==> src/rtl/rf_write_arbiter_if.sv <==
// Writeback request bundle between the two requesters and the register-file
// write arbiter.
//
// Handshake: a requester raises valid with addr/data and holds all three
// stable until the cycle ready is high; that cycle (valid && ready) is the
// transfer. ready is combinational from valid and never high without valid.
interface rf_write_arbiter_if #(
  parameter int DATA_W = 16,
  parameter int ADDR_W = 4
);
  logic              req0_valid;
  logic [ADDR_W-1:0] req0_addr;
  logic [DATA_W-1:0] req0_data;
  logic              req0_ready;
  logic              req1_valid;
  logic [ADDR_W-1:0] req1_addr;
  logic [DATA_W-1:0] req1_data;
  logic              req1_ready;

  modport master (
    output req0_valid, req0_addr, req0_data,
    output req1_valid, req1_addr, req1_data,
    input  req0_ready, req1_ready
  );

  modport slave (
    input  req0_valid, req0_addr, req0_data,
    input  req1_valid, req1_addr, req1_data,
    output req0_ready, req1_ready
  );
endinterface

==> src/rtl/rf_write_arbiter.sv <==
// Owns the single write port of the register file. After reset (and on a
// clear pulse) it sweeps zeros into every register, then arbitrates between
// the ALU (req0) and load (req1) writeback paths with round-robin priority.
// wr_en / wr_data are registered and drive the register array directly.
// ADDR_W must satisfy 2**ADDR_W == NREG.
module rf_write_arbiter #(
  parameter int DATA_W  = 16,
  parameter int NREG    = 16,
  parameter int ADDR_W  = 4,
  parameter int ZERO_R0 = 1
) (
  input  logic              clk,
  input  logic              rst,
  input  logic              clear,
  rf_write_arbiter_if.slave req,
  output logic [NREG-1:0]   wr_en,
  output logic [DATA_W-1:0] wr_data,
  output logic              init_done,
  output logic              dbg_state
);

  typedef enum logic {S_INIT = 1'b0, S_RUN = 1'b1} state_t;

  localparam logic [ADDR_W-1:0] LAST = ADDR_W'(NREG - 1);

  state_t            state_q, state_d;
  logic [ADDR_W-1:0] cnt;
  logic              rr;        // 0: req0 wins a tie, 1: req1 wins a tie
  logic              grant0, grant1;
  logic [ADDR_W-1:0] sel_addr;
  logic [DATA_W-1:0] sel_data;

  assign dbg_state      = state_q;
  assign req.req0_ready = grant0;
  assign req.req1_ready = grant1;

  // Next state and grants; grants only exist in RUN and are mutually exclusive.
  always_comb begin
    state_d  = state_q;
    grant0   = 1'b0;
    grant1   = 1'b0;
    sel_addr = req.req0_addr;
    sel_data = req.req0_data;
    if (state_q == S_INIT) begin
      if (cnt == LAST) state_d = S_RUN;
    end else begin
      if (req.req0_valid && (!req.req1_valid || !rr)) begin
        grant0 = 1'b1;
      end else if (req.req1_valid) begin
        grant1 = 1'b1;
      end
      if (grant1) begin
        sel_addr = req.req1_addr;
        sel_data = req.req1_data;
      end
      if (clear) state_d = S_INIT;
    end
  end

  // State register, sweep counter, RR pointer and the registered write port.
  always_ff @(posedge clk or negedge rst) begin
    if (!rst) begin
      state_q   <= S_INIT;
      cnt       <= '0;
      rr        <= 1'b0;
      wr_en     <= '0;
      wr_data   <= '0;
      init_done <= 1'b0;
    end else begin
      state_q   <= state_d;
      init_done <= (state_d == S_RUN);
      if (state_q == S_INIT) begin
        // Sweep includes R0 regardless of ZERO_R0; cnt wraps to 0 after LAST.
        wr_en   <= NREG'(1) << cnt;
        wr_data <= '0;
        cnt     <= cnt + 1'b1;
      end else begin
        cnt <= '0;
        if (grant0 || grant1) begin
          // Point at the requester that did not win this transfer.
          rr      <= grant0;
          wr_data <= sel_data;
          if ((ZERO_R0 != 0) && (sel_addr == '0)) wr_en <= '0;
          else                                    wr_en <= NREG'(1) << sel_addr;
        end else begin
          wr_en <= '0;
        end
      end
    end
  end

endmodule

==> src/flat_wrapper.sv <==
// flat-port wrapper written by rule: the top's interface ports become plain ports
module rf_write_arbiter_flat 
#(
  parameter int DATA_W  = 16,
  parameter int NREG    = 16,
  parameter int ADDR_W  = 4,
  parameter int ZERO_R0 = 1
)
  (clk, rst, clear, wr_en, wr_data, init_done, dbg_state, req_req0_valid, req_req0_addr, req_req0_data, req_req1_valid, req_req1_addr, req_req1_data, req_req0_ready, req_req1_ready);
  rf_write_arbiter_if #(.DATA_W(DATA_W), .ADDR_W(ADDR_W)) req_i ();
  input  logic clk;
  input  logic rst;
  input  logic clear;
  output logic [NREG-1:0] wr_en;
  output logic [DATA_W-1:0] wr_data;
  output logic init_done;
  output logic dbg_state;
  input wire logic [$bits(req_i.req0_valid)-1:0] req_req0_valid;
  input wire logic [$bits(req_i.req0_addr)-1:0] req_req0_addr;
  input wire logic [$bits(req_i.req0_data)-1:0] req_req0_data;
  input wire logic [$bits(req_i.req1_valid)-1:0] req_req1_valid;
  input wire logic [$bits(req_i.req1_addr)-1:0] req_req1_addr;
  input wire logic [$bits(req_i.req1_data)-1:0] req_req1_data;
  output wire logic [$bits(req_i.req0_ready)-1:0] req_req0_ready;
  output wire logic [$bits(req_i.req1_ready)-1:0] req_req1_ready;
  assign req_i.req0_valid = req_req0_valid;
  assign req_i.req0_addr = req_req0_addr;
  assign req_i.req0_data = req_req0_data;
  assign req_i.req1_valid = req_req1_valid;
  assign req_i.req1_addr = req_req1_addr;
  assign req_i.req1_data = req_req1_data;
  assign req_req0_ready = req_i.req0_ready;
  assign req_req1_ready = req_i.req1_ready;
  rf_write_arbiter #(.DATA_W(DATA_W), .NREG(NREG), .ADDR_W(ADDR_W), .ZERO_R0(ZERO_R0)) u_core (.clk(clk), .rst(rst), .clear(clear), .req(req_i), .wr_en(wr_en), .wr_data(wr_data), .init_done(init_done), .dbg_state(dbg_state));
endmodule
==> config.mk <==
export PLATFORM = sky130hd
export DESIGN_NAME = rf_write_arbiter_flat
export DESIGN_NICKNAME = d
export VERILOG_FILES = /design/src/rtl/rf_write_arbiter_if.sv /design/src/rtl/rf_write_arbiter.sv /design/src/flat_wrapper.sv
export SDC_FILE = /design/constraint.sdc
export NUM_CORES = 1
export LEC_CHECK = 0
export CORE_ASPECT_RATIO = 0.6
export CORE_MARGIN = 5
export CORE_UTILIZATION = 44
export CTS_BUF_LIST = sky130_fd_sc_hd__clkbuf_4 sky130_fd_sc_hd__clkbuf_8 sky130_fd_sc_hd__clkbuf_16
export DETAILED_ROUTE_END_ITERATION = 6
export PLACE_DENSITY = 0.82
export SYNTH_ARGS = -nofsm -noshare
export SYNTH_HDL_FRONTEND = slang
export SYNTH_SLANG_ARGS = --single-unit
==> constraint.sdc <==
create_clock -name clk -period 1.7 [get_ports clk]
set_clock_uncertainty 0.05 [all_clocks]
set_input_delay 0.51 -clock clk [delete_from_list [all_inputs] [get_ports clk]]
set_output_delay 0.51 -clock clk [all_outputs]
set_load 0.01 [all_outputs]
==> results of run 1 <==
-- sequential cells by signal, indices dropped and copies added, names as in the netlist --
name	count
u_core.wr_data	16
u_core.cnt	4
u_core.init_done	1
u_core.wr_en	16
u_core.rr	1
-- critical path, delay by kind of cell, from the launching register on --
family	cells	cell delay, ps
DFF	1	430
and+or+nand+nor	1	80
buffers and inverters	1	130
AOI/OAI and AO/OA	1	220
-- layer usage --
metal  wire length (µm)  part of all wire [%]  up-vias  global-route usage [%]
li1                   -                     -      918                       -
met4                 34                  0.58        0                    4.94
met1               2910                    50      917                    29.1
met3                426                   7.3        4                    5.29
met5                  0                     0        -                       0
met2               2490                    43       69                    27.6
-- what timing repair did --
| action | CTS | global route |
|---|---|---|
| setup buffers | 3 | 0 |
| pin swaps | 1 | 0 |
| endpoints found under the setup margin | 60 | 4 |
| resized for setup | 54 | 2 |
-- through the flow --
stage | TNS, ps | setup WS, ps | area, µm²
floorplan | 0 | 21.3 | 2070
global placement | -15720 | -764 | 3040
detailed placement | -16400 | -768 | 3040
CTS | -20.0 | -20.0 | 3120
global route | -98.3 | -58.3 | 3130
finish | -6.70 | -6.70 | 3130
-- worst max path at each step --
stage	startpoint	slack [ps]	to	depth (start not counted)
final	u_core.rr	-7	req_req0_ready	3
after global routing	u_core.rr	-60	req_req0_ready	3
after CTS	u_core.rr	-20	req_req0_ready	3
after detailed placement	req_req1_valid	-770	req_req1_ready	4
after global placement	req_req1_valid	-760	req_req1_ready	4
after floorplan	req_req0_valid	20	u_core.wr_en[3]	5
-- synthesized netlist by cell type (all sizes together) --
library cell / number
o22a: 1
a41o: 1
mux2i: 7
buf: 7
nor2b: 7
o21ai: 9
nand3: 10
or2: 1
nor3: 1
a311oi: 7
a32o: 4
xnor2: 1
a31oi: 1
clkbuf: 6
inv: 6
ha: 6
and2: 1
nand2: 21
mux2: 12
o31ai: 2
nand2b: 3
a21oi: 1
o22ai: 11
o32ai: 9
nor2: 24
a21bo: 1
dfrtp: 38
-- power breakdown --
group          internal [W]  total [W]  switching, W  leakage (nW)
registers           0.00114    0.00129      0.000158         0.514
clock network      0.000432   0.000760      0.000327        0.0579
logic              0.000758    0.00161      0.000853         0.949
total               0.00233    0.00366       0.00134          1.52
-- cell type report --
| type | count | area, µm² | share of cell area [%] |
|---|---|---|---|
| repair buffers | 106 | 933 | 29.8 |
| well taps | 63 | 78.8 | 2.52 |
| multi-input cells | 141 | 1040 | 33.1 |
| inverters | 6 | 22.5 | 0.719 |
| flip-flops and latches | 38 | 951 | 30.4 |
| clock inverters | 3 | 40.0 | 1.28 |
| clock buffers | 5 | 68.8 | 2.20 |
-- layout by cell type, fill, tap and decap left out, drive strengths merged, types with 2 or more instances in the layout --
cell	n
nor2	24
o21ai	9
mux2	12
buf	31
o32ai	9
nand3	10
a311oi	7
clkbuf	5
ha	6
clkdlybuf4s50	41
nand2b	3
dlygate4sd2	33
o22ai	11
nand2	21
inv	6
clkinv	2
nor2b	7
a32o	4
dfrtp	38
mux2i	7
o31ai	2
-- logic make-up (layout without fill, tap and decap cells) --
kind of cell	Yosys count	after routing	synth area share, %
AOI/OAI and AO/OA	47	47	19.1
DFF	38	38	45.9
buffers and inverters	19	120	4.90
and+or+nand+nor	68	68	15.7
muxes	19	19	10.3
xor gates and xnor gates	1	1	0.423
adders and majority gates	6	6	3.63
==> impl_results.md, run 1 <==
* Final worst setup slack at -6.70 ps
* # clock sinks at 38
* Residual DRC at 0
* Worst skew pair latency at 290 ps
* Worst Reg-to-Reg Cells at 6
* Cell variety after synth at 37
* CP cell instances: a21bo_2 -> nor2_1 -> buf_2
* Rel. slew slack at 68.4%
* Number of global-route vias before repair at 1,845
* Worst path arrival time at 1150 ps
* Leakage at 1.52 nW
* Site row count at 19
* Final setup fails at 1
* Largest net degree at the start of global routing at 39
* Achievable Freq at 0.586 GHz
* Final min period at 1710 ps
* Cells after synthesis at 198
* Initial DRC count at 135
* Area share of the largest cell type after synthesis at 45.9%
* CTS Buf Count at 5
* Longest Clk Path Bufs at 2
* Syn nets at 249
* Placed cells at 351
* I/O pins at 81
* CP required at 1140 ps
* Synth-to-Final Area Change at 51.3%
* Largest fanout on the critical path at 3
* Share of cells above drive strength 1 at 22.4%
* Chip Height at 63.1 µm
* Fin. Hold Viols at 0
* Worst flop-to-flop path startpoint: u_core.rr
* Post-Layout Cell Count at 362
* Area of the mapped netlist at 2070 µm²
* Final period util at 100%
* Pwr/cell area at 1170 nW/µm²
* Area of the core at 4560 µm²
* Sequential-to-total area share from yosys stat at 45.9%
* Util after Layout at 68.6%
* Worst-path clk slew at 80 ps
* Port buffer count at 80
* CP Capture Type: primary output
* Antenna viol nets, final at 0
* First-pass detailed-route iteration total at 4
* Overall routed net length at 5860 µm
* Status: complete, but fails checks
* CP peak stage delay at 430 ps
* Initial antenna violation count at 0
* Die W at 98.5 µm
* Peak supply drop at 0.568 mV
* Root buffer cell: clkbuf_8
* Largest area contributor in the netlist: dfrtp_1
* # diodes at 0
* Global placement routability congestion at 0.930
* Average vias per placed instance at 5.27
* Final nets at 349
* Final slew viol count at 0
* FF-to-FF setup slack at 80 ps
* Syn_area_per_cell at 10.5 µm²
* Hold_ws at 200 ps
* Global-route wire length before repair at 9560 µm
* WL per Instance at 16.2 µm
* Seq cells post-synth at 38
* RSZ-0062 raised after global routing: yes
* Kind of critical path: reg2out
* Worst hold-check path type: in2async
* Total Die Area at 6220 µm²
* # fillers at 367
* GRT Residual Overflow at 0
* Power Total at 0.00366 W
* H-Tree Depth at 2
* Crit start category: flip-flop
* Ys Warns at 0
* Post-detail-place hpwl at 4390 µm
* Total of max-cap violations at 0
* Routed vias at 1,908
* Synth area leaders: dfrtp_1 (46%), mux2_2 (6.0%), nor2_1 (4.4%)
* Slew @ Worst Pin at 474 ps
* CTS tree: built
* Violated checks: setup timing
* GR Util All Layers at 19.4%
* Starting density of the core at 45.3%
* Worst reg2reg path endpoint: u_core.wr_en[8]
* Slowest cell on crit path: dfrtp_1
* CTS Hold Bufs at 0
Power figures use the tool's default switching activity.
==> run 2: changes to the inputs <==
- CORE_UTILIZATION: 44 -> 39
- PLACE_DENSITY: 0.82 -> 0.77
- clock period: 1.7 -> 1.5 ns (I/O delays scaled with it)
==> run 2 against run 1 <==
Compared with the run above: the flow still finishes with violations (setup timing); global-route usage increased by 0.76 points; worst setup slack got worse by 150 ps; non-clock buffer count increased by 8; flip-flop and latch count unchanged; combinational power increased by 38%; critical endpoint unchanged; highest routed layer unchanged.
==> impl_results.md, run 2 (same netlist as run 1, synthesis figures left out) <==
* Worst Reg-to-Reg Cells at 5 (-1)
* Worst path arrival time at 1150 ps (about the same)
* Util after Layout at 67.1% (-1.5 points)
* Worst reg2reg path endpoint: u_core.wr_en[15]
* Share of cells above drive strength 1 at 30.9% (+8.5 points)
* GR Util All Layers at 20.2% (+0.76 points)
* Chip Height at 66.4 µm (+5.2%)
* Crit start category: flip-flop
* Violated checks: setup timing
* Internal power consumption at 0.00290 W (+25%)
* Port buffer count at 80 (unchanged)
* First-pass detailed-route iteration total at 4 (unchanged)
* Worst hold-check path type: in2async
* Worst flop-to-flop path startpoint: u_core.init_done
* Achievable Freq at 0.604 GHz
* # diodes at 0 (unchanged)
* Global placement routability congestion at 0.829 (-11%)
* Root buffer cell: clkbuf_8
* # clock sinks at 38 (unchanged)
* GRT Residual Overflow at 0 (unchanged)
* Status: complete, but fails checks
* Combinational share of power at 48.7% (+4.7 points)
* Kind of critical path: reg2out
* Largest regs: u_core.wr_data (16), u_core.wr_en (16), u_core.cnt (4)
* Initial DRC count at 102 (-24%)
* FF-to-FF setup slack at -100 ps (-180 ps)
* Initial antenna violation count at 0 (unchanged)
* Pwr/cell area at 1330 nW/µm² (+14%)
* Global-route wire length before repair at 11,100 µm (+16%)
* Total Die Area at 6910 µm² (+11%)
* Final nets at 357 (+2.3%)
* Average vias per placed instance at 5.42 (+2.9%)
* Post-detail-place hpwl at 4870 µm (+11%)
* Largest fanout on the critical path at 3 (unchanged)
* Clock share of power at 19.2% (-1.5 points)
* Commonest non-fill, non-tap cell in the layout: clkdlybuf4s50_1
* DP Worst Slack at -877 ps (-109 ps)
* Part of the power in registers at 32.1% (-3.2 points)
* Final period util at 110%
* Overall routed net length at 6670 µm (+14%)
* Worst-path clk slew at 80 ps (about the same)
* Sw frac at 36.3% (-0.23 points)
* Area of the core at 5100 µm² (+12%)
* Slew @ Worst Pin at 453 ps (-21.3 ps)
* Number of global-route vias before repair at 2,134 (+16%)
* RSZ-0062 raised after global routing: yes
* CTS tree: built
* Antenna viol nets, final at 0 (unchanged)
* Final setup fails at 26 (+25)
* CTS Hold Bufs at 0 (unchanged)
* CP required at 1000 ps (-140 ps)
* Synth-to-Final Area Change at 65.5%
* Total of max-cap violations at 0 (unchanged)
* I/O pins at 81 (unchanged)
* Final slew viol count at 0 (unchanged)
* CP Capture Type: primary output
* Rel. slew slack at 69.8% (+1.4 points)
* Commonest non-fill, non-tap cells in the layout: clkdlybuf4s50_1 (41), dfrtp_1 (37), dlygate4sd2_1 (25)
* Peak supply drop at 0.541 mV (-4.7%)
* Die W at 104 µm (+5.6%)
* Largest net degree at the start of global routing at 21 (-46%)
* Final worst setup slack at -155 ps (-148 ps)
* H-Tree Depth at 2 (unchanged)
* Routed vias at 2,023 (+6.0%)
* Starting density of the core at 40.5% (-4.8 points)
* Switching pwr at 0.00165 W (+23%)
* Leakage at 1.60 nW (+5.4%)
* Final min period at 1650 ps
* Longest Clk Path Bufs at 2 (unchanged)
* Residual DRC at 0 (unchanged)
* Worst skew pair latency at 290 ps (about the same)
* CTS Buf Count at 5 (unchanged)
* WL per Instance at 17.9 µm (+10%)
* Fin. Hold Viols at 0 (unchanged)
* Site row count at 20 (+1)
* Crit. Startpoint: u_core.rr
==> run 2: changes by cell type in the layout (fill, tap and decap cells not counted), moves of 3 or more <==
cell,before,now
buf_6,1,10
dlygate4sd2_1,33,25
clkdlybuf4s15_1,1,8
mux2i_1,6,2
mux2i_4,0,4
a311oi_1,7,4
a311oi_2,0,3
o22ai_1,11,8
o22ai_2,0,3
==> run 2: cell type report <==
class	count	area, µm²
Sequential cell	38	952
Multi-Input combinational cell	141	1180
Tap cell	66	82.6
Fill cell	405	1680
Timing Repair Buffer	114	1080
Inverter	6	22.5
Clock inverter	3	40.0
Clock buffer	5	68.8
==> run 2: power groups by stage <==
| stage | sequential [W] | clock, W | combinational (W) |
|---|---|---|---|
| finish | 0.00146 | 0.000874 | 0.00222 |
| global route | 0.00149 | 0.000947 | 0.00241 |
| CTS | 0.00146 | 0.000885 | 0.00217 |
| detailed placement | 0.00148 | 0 | 0.00199 |
| global placement | 0.00147 | 0 | 0.00193 |
| floorplan | 0.00157 | 0 | 0.000936 |
==> run 2: how the worst max path moves through the flow <==
stage                            to  cells past startpoint  slack [ps]
floorplan           u_core.wr_en[1]                      5         -90
global placement     req_req1_ready                      4        -830
detailed placement  u_core.wr_en[4]                      6        -880
CTS                  req_req0_ready                      3        -170
global route         req_req0_ready                      3        -200
finish               req_req0_ready                      3        -150
==> run 2: routing by layer <==
| layer | up-vias | wire, µm | GRT usage, % |
|---|---|---|---|
| met1 | 983 | 3080 | 27.3 |
| li1 | 946 | - | - |
| met3 | 12 | 504 | 5.95 |
| met2 | 82 | 2990 | 32.0 |
| met4 | 0 | 97 | 4.52 |
| met5 | - | 0 | 0 |
==> run 2: stage by stage <==
stage | hold slack [ps] | cell area, µm² | TNS [ps] | std cells | total power [W]
6_report | 41.8 | 3430 | -1750 | 373 | 0.00455
5_1_grt | 69.9 | 3430 | -3370 | 373 | 0.00485
4_1_cts | 50.8 | 3370 | -1600 | 370 | 0.00451
3_3_place_gp | 364 | 3070 | -19740 | 355 | 0.00341
2_1_floorplan | 104 | 2080 | -448 | 198 | 0.00250
3_5_place_dp | 372 | 3070 | -20600 | 355 | 0.00347
==> run 2: what timing repair did <==
action,in CTS,in global routing
gates cloned,1,0
pin swaps,11,9
setup endpoints to repair,67,30
resized for setup,84,15
buffers inserted,8,4
==> run 2: critical path, cell delays in order, from the launching register on <==
cell     delay (ps)
dfrtp_1         430
a21bo_2         220
nor2_1           80
buf_2           130
